===== config.mk =====
export PLATFORM = sky130hd
export DESIGN_NAME = pattern_repeat_gen
export DESIGN_NICKNAME = d
export VERILOG_FILES = /design/src/rtl/pattern_pkg.sv /design/src/rtl/pattern_repeat_gen.sv
export SDC_FILE = /design/constraint.sdc
export NUM_CORES = 1
export LEC_CHECK = 0
export ABC_AREA = 1
export BUFFER_PORTS_ARGS = -buffer_cell sky130_fd_sc_hd__buf_2
export CAP_MARGIN = 20
export CORE_MARGIN = 1
export CORE_UTILIZATION = 45
export CTS_BUF_LIST = sky130_fd_sc_hd__clkbuf_4
export CTS_CLUSTER_DIAMETER = 80
export DETAILED_ROUTE_END_ITERATION = 16
export PLACE_DENSITY = 0.69
export SLEW_MARGIN = 15
export SYNTH_ARGS = -nofsm -noshare
export SYNTH_HDL_FRONTEND = slang
export SYNTH_SLANG_ARGS = --single-unit

===== constraint.sdc =====
create_clock -name clk -period 2.2 [get_ports clk]
set_input_delay 0.22 -clock clk [delete_from_list [all_inputs] [get_ports clk]]
set_output_delay 0.22 -clock clk [all_outputs]
set_load 0.01 [all_outputs]

===== src/rtl/pattern_pkg.sv =====
// Shared definitions for the pattern generator family: mode and direction
// encodings plus a ceil-log2 helper used for elaboration-time parameter checks.
package pattern_pkg;

  localparam logic [1:0] MODE_FIXED  = 2'b00;
  localparam logic [1:0] MODE_TRI    = 2'b01;
  localparam logic [1:0] MODE_MIRROR = 2'b10;

  localparam logic DIR_UP   = 1'b0;
  localparam logic DIR_DOWN = 1'b1;

  // Smallest r with 2**r >= v.
  function automatic int clog2(input int unsigned v);
    int r;
    longint unsigned p;
    r = 0;
    p = 1;
    while (p < longint'(v)) begin
      p = p << 1;
      r++;
    end
    return r;
  endfunction

endpackage


===== src/rtl/pattern_repeat_gen.sv =====
// Run-length pattern generator: emits START_VAL..MAX_VAL with per-mode repeat
// counts (FIXED, TRI, MIRROR), one element per enabled edge, with a period-end marker.
module pattern_repeat_gen
  import pattern_pkg::*;
#(
  parameter int WIDTH     = 4,
  parameter int START_VAL = 1,
  parameter int MAX_VAL   = 9,
  parameter int REP_FIXED = 2
) (
  input  logic             clk,
  input  logic             rst,
  input  logic             en,
  input  logic [1:0]       mode,
  output logic [WIDTH-1:0] out,
  output logic             valid,
  output logic             last
);

  if (START_VAL + 2 > MAX_VAL) begin : g_bad_span
    $error("pattern_repeat_gen: START_VAL + 2 must not exceed MAX_VAL");
  end
  if (clog2(MAX_VAL + 1) > WIDTH) begin : g_bad_max
    $error("pattern_repeat_gen: MAX_VAL does not fit in WIDTH bits");
  end
  if (REP_FIXED < 1 || clog2(REP_FIXED + 1) > WIDTH) begin : g_bad_rep
    $error("pattern_repeat_gen: REP_FIXED must be in 1 .. 2**WIDTH-1");
  end

  localparam logic [WIDTH-1:0] START_W = WIDTH'(START_VAL);
  localparam logic [WIDTH-1:0] MAX_W   = WIDTH'(MAX_VAL);
  localparam logic [WIDTH-1:0] REP_W   = WIDTH'(REP_FIXED);
  localparam logic [WIDTH-1:0] ONE_W   = WIDTH'(1);

  logic [WIDTH-1:0] val_q, val_d;
  logic [WIDTH-1:0] cnt_q, cnt_d;
  logic             dir_q, dir_d;
  logic [1:0]       mode_q, mode_d;
  logic [WIDTH-1:0] out_q;
  logic             valid_q, last_q;

  logic             is_tri, is_mirror;
  logic [WIDTH-1:0] target;
  logic             final_rep, final_val, period_end;

  // Mode 11 decodes as neither TRI nor MIRROR, so it behaves as FIXED.
  assign is_tri    = (mode_q == MODE_TRI);
  assign is_mirror = (mode_q == MODE_MIRROR);
  assign target    = is_tri ? (val_q - START_W + ONE_W) : REP_W;
  assign final_rep = ((cnt_q + ONE_W) == target);
  // MIRROR ends on the way down at START_VAL+1; the other modes end at the peak.
  assign final_val = is_mirror ? ((dir_q == DIR_DOWN) && (val_q == START_W + ONE_W))
                               : (val_q == MAX_W);
  assign period_end = final_rep && final_val;

  always_comb begin
    val_d  = val_q;
    cnt_d  = cnt_q;
    dir_d  = dir_q;
    mode_d = mode_q;
    if (en) begin
      if (!final_rep) begin
        cnt_d = cnt_q + ONE_W;
      end else begin
        cnt_d = '0;
        if (period_end) begin
          val_d  = START_W;
          dir_d  = DIR_UP;
          mode_d = mode;
        end else if (is_mirror && (dir_q == DIR_UP) && (val_q == MAX_W)) begin
          // Turn at the peak without emitting it a second time.
          dir_d = DIR_DOWN;
          val_d = MAX_W - ONE_W;
        end else if (dir_q == DIR_DOWN) begin
          val_d = val_q - ONE_W;
        end else begin
          val_d = val_q + ONE_W;
        end
      end
    end
  end

  always_ff @(posedge clk) begin
    if (rst) begin
      val_q   <= START_W;
      cnt_q   <= '0;
      dir_q   <= DIR_UP;
      mode_q  <= mode;
      out_q   <= '0;
      valid_q <= 1'b0;
      last_q  <= 1'b0;
    end else begin
      val_q   <= val_d;
      cnt_q   <= cnt_d;
      dir_q   <= dir_d;
      mode_q  <= mode_d;
      valid_q <= en;
      last_q  <= en && period_end;
      if (en) begin
        out_q <= val_q;
      end
    end
  end

  assign out   = out_q;
  assign valid = valid_q;
  assign last  = last_q;

endmodule


==> metrics.md <==
| Metric | Value |
|---|---|
| Max VDD drop | 0.345 mV |
| Comb power frac | 0.207 |
| Slew margin rel. | 0.825 |
| Synth area leader | dfxtp_1 |
| Worst-Margin Slew | 0.261 ns |
| PortBufs | 10 |
| Crit path launch type | flop |
| Max Clock Skew | 0.00390 ns |
| Initial Util | 0.490 |
| Count leader, synth | nand2_1 |
| Type of the tightest min-delay check | in -> reg |
| Drt pass-1 iters | 4 |
| Final worst path period need | 2.02 ns |
| Cell Area, Placed | 1090 um^2 |
| Commonest cells post-synth | nand2_1 (25), nand3_1 (16), dfxtp_1 (15), inv_1 (12), a21oi_1 (11) |
| First-pass GRT wire length | 3680 um |
| Die area | 2390 um^2 |
| Count of cell types in the netlist | 23 |
| Residual DRC | 0 |
| Clock Latency Late Sink | 0.30 ns |
| Dpl ws | 0.143 ns |
| GRT Total Usage | 0.200 |
| Largest net degree at the start of global routing | 16 |
| Depth of the CTS H-tree | 1 |
| Synth Flop Type | dfxtp_1 |
| Post-synth EDFFs | 2 |
| RSZ-0062 raised after global routing | true |
| TritonCTS buffer count | 3 |
| Nets | 162 |
| I/O Pins | 11 |
| Crit Path Max Fanout | 6 |
| Yosys reg bits | 17 |
| Ys Warns | 0 |
| Sequential-to-total area share from yosys stat | 0.364 |
| Maxcap violations | 0 |
| Setup ws final | 0.183 ns |
| Via Count | 943 |
| Gate Count Post-Synth | 136 |
| PwrDens | 594 nW/um^2 |
| Post-Syn Area per Cell | 7.29 um^2 |
| Vias/cell | 5.30 |
| Final setup fails | 0 |
| Initial antenna violation count | 0 |
| Critical Path RT | 2.40 ns |
| Pleak | 0.525 nW |
| Critical path type | reg -> reg |
| Overall power | 0.665 mW |
| Die height | 48.9 um |
| DP HPWL | 1640 um |
| CTS tree | yes |
| Worst EP arrival | 2.22 ns |
| Switch share | 0.303 |
| Synth-to-Final Area Change | 13.0% |
| Min Hold Slack | 0.0918 ns |
| Final hold vios | 0 |
| Antenna Cells | 0 |
| Area occupied by multi-input gates | 552 um^2 |
| Die Wd | 48.9 um |
| Clock Tree Root | clkbuf_4 |
| Routed wire length | 2150 um |
| Pint | 0.463 mW |
| Top post-synthesis cells by area | dfxtp_1 (30%), nand2_1 (9.5%), nand3_1 (8.1%) |
| Clk pwr share | 0.277 |
| Core Footprint | 2020 um^2 |
| Iteration-0 DRC count of the detailed router | 34 |
| Syn_nets | 146 |
| Deepest clock path buffer count | 2 |
| Sequential cell area | 364 um^2 |
| R2R depth | 13 |
| Fin. max-slew vios | 0 |
| Hold path depth | 1 |
| Share of cells above drive strength 1 | 0.212 |
| RePlAce Congestion | 0.832 |
| Crit share post-route | 0.917 |
| Status | finished, final reports clean |
| Post-route cell area | 1120 um^2 |
| TritonCTS sink count | 17 |
| Rows | 16 |
| Synth top area share | 0.303 |
| Highest Clock Rate | 496 MHz |
| Clk pin slew, worst setup/hold paths | 0.10 ns |
| Sequential Power Share | 0.515 |
| Synthesized area | 991 um^2 |
| Crit path capture type | flop |
| Async SR Flop Fraction | 0 |
| Wire length per cell | 12.1 um |
| GR Overflow Total | 0 |
| Vias in the first global route | 850 |
| # fillers | 203 |
| Switching power | 0.202 mW |
| Antenna Nets Post-Route | 0 |
| Final core utilization | 0.554 |
==> placed cells by master, fill, tap and decap left out <==
cell type and n:
nor2_1 9, xor2_1 4, o211ai_1 2, buf_2 10
dfxtp_4 1, nand2_1 25, nor2_4 2, nand2_2 2
o21ai_0 9, inv_2 5, dfxtp_1 14, a21o_1 1
buf_4 2, ha_1 5, nand4_1 3, nand3_1 16
a21oi_1 11, a21oi_2 1, inv_1 12, nor2_2 2
xnor2_1 1, o21ai_1 2, edfxtp_1 2, nand3_2 3
clkbuf_4 4, clkinv_1 3
==> per-stage QoR <==
stage / instances / TNS [ns]
2_1_floorplan: 136 / 0
3_3_place_gp: 174 / 0
3_5_place_dp: 174 / 0
4_1_cts: 178 / 0
5_1_grt: 178 / -0.0173
6_report: 178 / 0
==> layer usage <==
metal | GRT usage | wire, um | vias to the layer above
met5 | 0 | 0 | -
li1 | - | - | 476
met3 | 0.0312 | 71 | 5
met1 | 0.276 | 1090 | 442
met4 | 0.0931 | 41 | 0
met2 | 0.306 | 950 | 20
==> cells by family after synthesis <==
| group | count (synthesis) | share of synthesized area |
|---|---|---|
| AOI/OAI and AO/OA | 26 | 0.143 |
| xor gates and xnor gates | 5 | 0.0442 |
| adders and majority gates | 5 | 0.0631 |
| buffers and inverters | 21 | 0.0795 |
| DFF | 17 | 0.364 |
| and+or+nand+nor | 62 | 0.307 |
==> path summary, 6_finish.rpt <==
kind | endpoint | from | slack, ns
worst max register to register | val_q[1]$_SDFFE_PP0P_ | val_q[1]$_SDFFE_PP0P_ | 0.18
worst min register to register | cnt_q[1]$_SDFFE_PP0P_ | cnt_q[1]$_SDFFE_PP0P_ | 0.50
worst max-delay path | val_q[1]$_SDFFE_PP0P_ | val_q[1]$_SDFFE_PP0P_ | 0.18
worst min-delay path | mode_q[0]$_DFFE_PP_ | mode[0] | 0.09
==> power groups by stage <==
stage / Combinational [mW] / Clock, mW / Sequential (mW)
2_1_floorplan: 0.0956 / 0 / 0.352
6_report: 0.138 / 0.184 / 0.343
4_1_cts: 0.137 / 0.186 / 0.343
5_1_grt: 0.157 / 0.198 / 0.345
3_5_place_dp: 0.136 / 0 / 0.350
3_3_place_gp: 0.134 / 0 / 0.349
==> repair_timing <==
| action | in CTS | in global routing |
|---|---|---|
| setup endpoints to repair | 0 | 7 |
| gates resized for setup | 0 | 2 |
| hold endpoints to repair | 0 | 0 |
| hold buffers | 0 | 0 |
| buffers inserted | 0 | 0 |
==> sequential cells by signal (all words and copies together), names as in the netlist <==
| register | flops |
|---|---|
| val_q | 4 |
| out | 4 |
| dir_q | 1 |
| cnt_q | 4 |
| mode_q | 2 |
| last | 1 |
| valid | 1 |
==> worst max-delay path: stages, from the launching register on <==
cell and delay [ns]:
dfxtp_4 0.38, inv_1 0.07, ha_1 0.32, inv_1 0.09, nand2_1 0.05, nand2_1 0.07, a21o_1 0.11, nand2_1 0.06
nor2_2 0.13, nand3_2 0.17, nor2_4 0.23, inv_2 0.07, a21oi_2 0.12, nor2_1 0.05
==> cell type report <==
cell class / count / area share
inverter: 20 / 0.0670
multi-input combinational: 98 / 0.493
clock buffer: 4 / 0.0268
tap: 27 / 0.0302
timing repair buffer: 12 / 0.0581
sequential: 17 / 0.325
(Power assumes the default switching activity.)
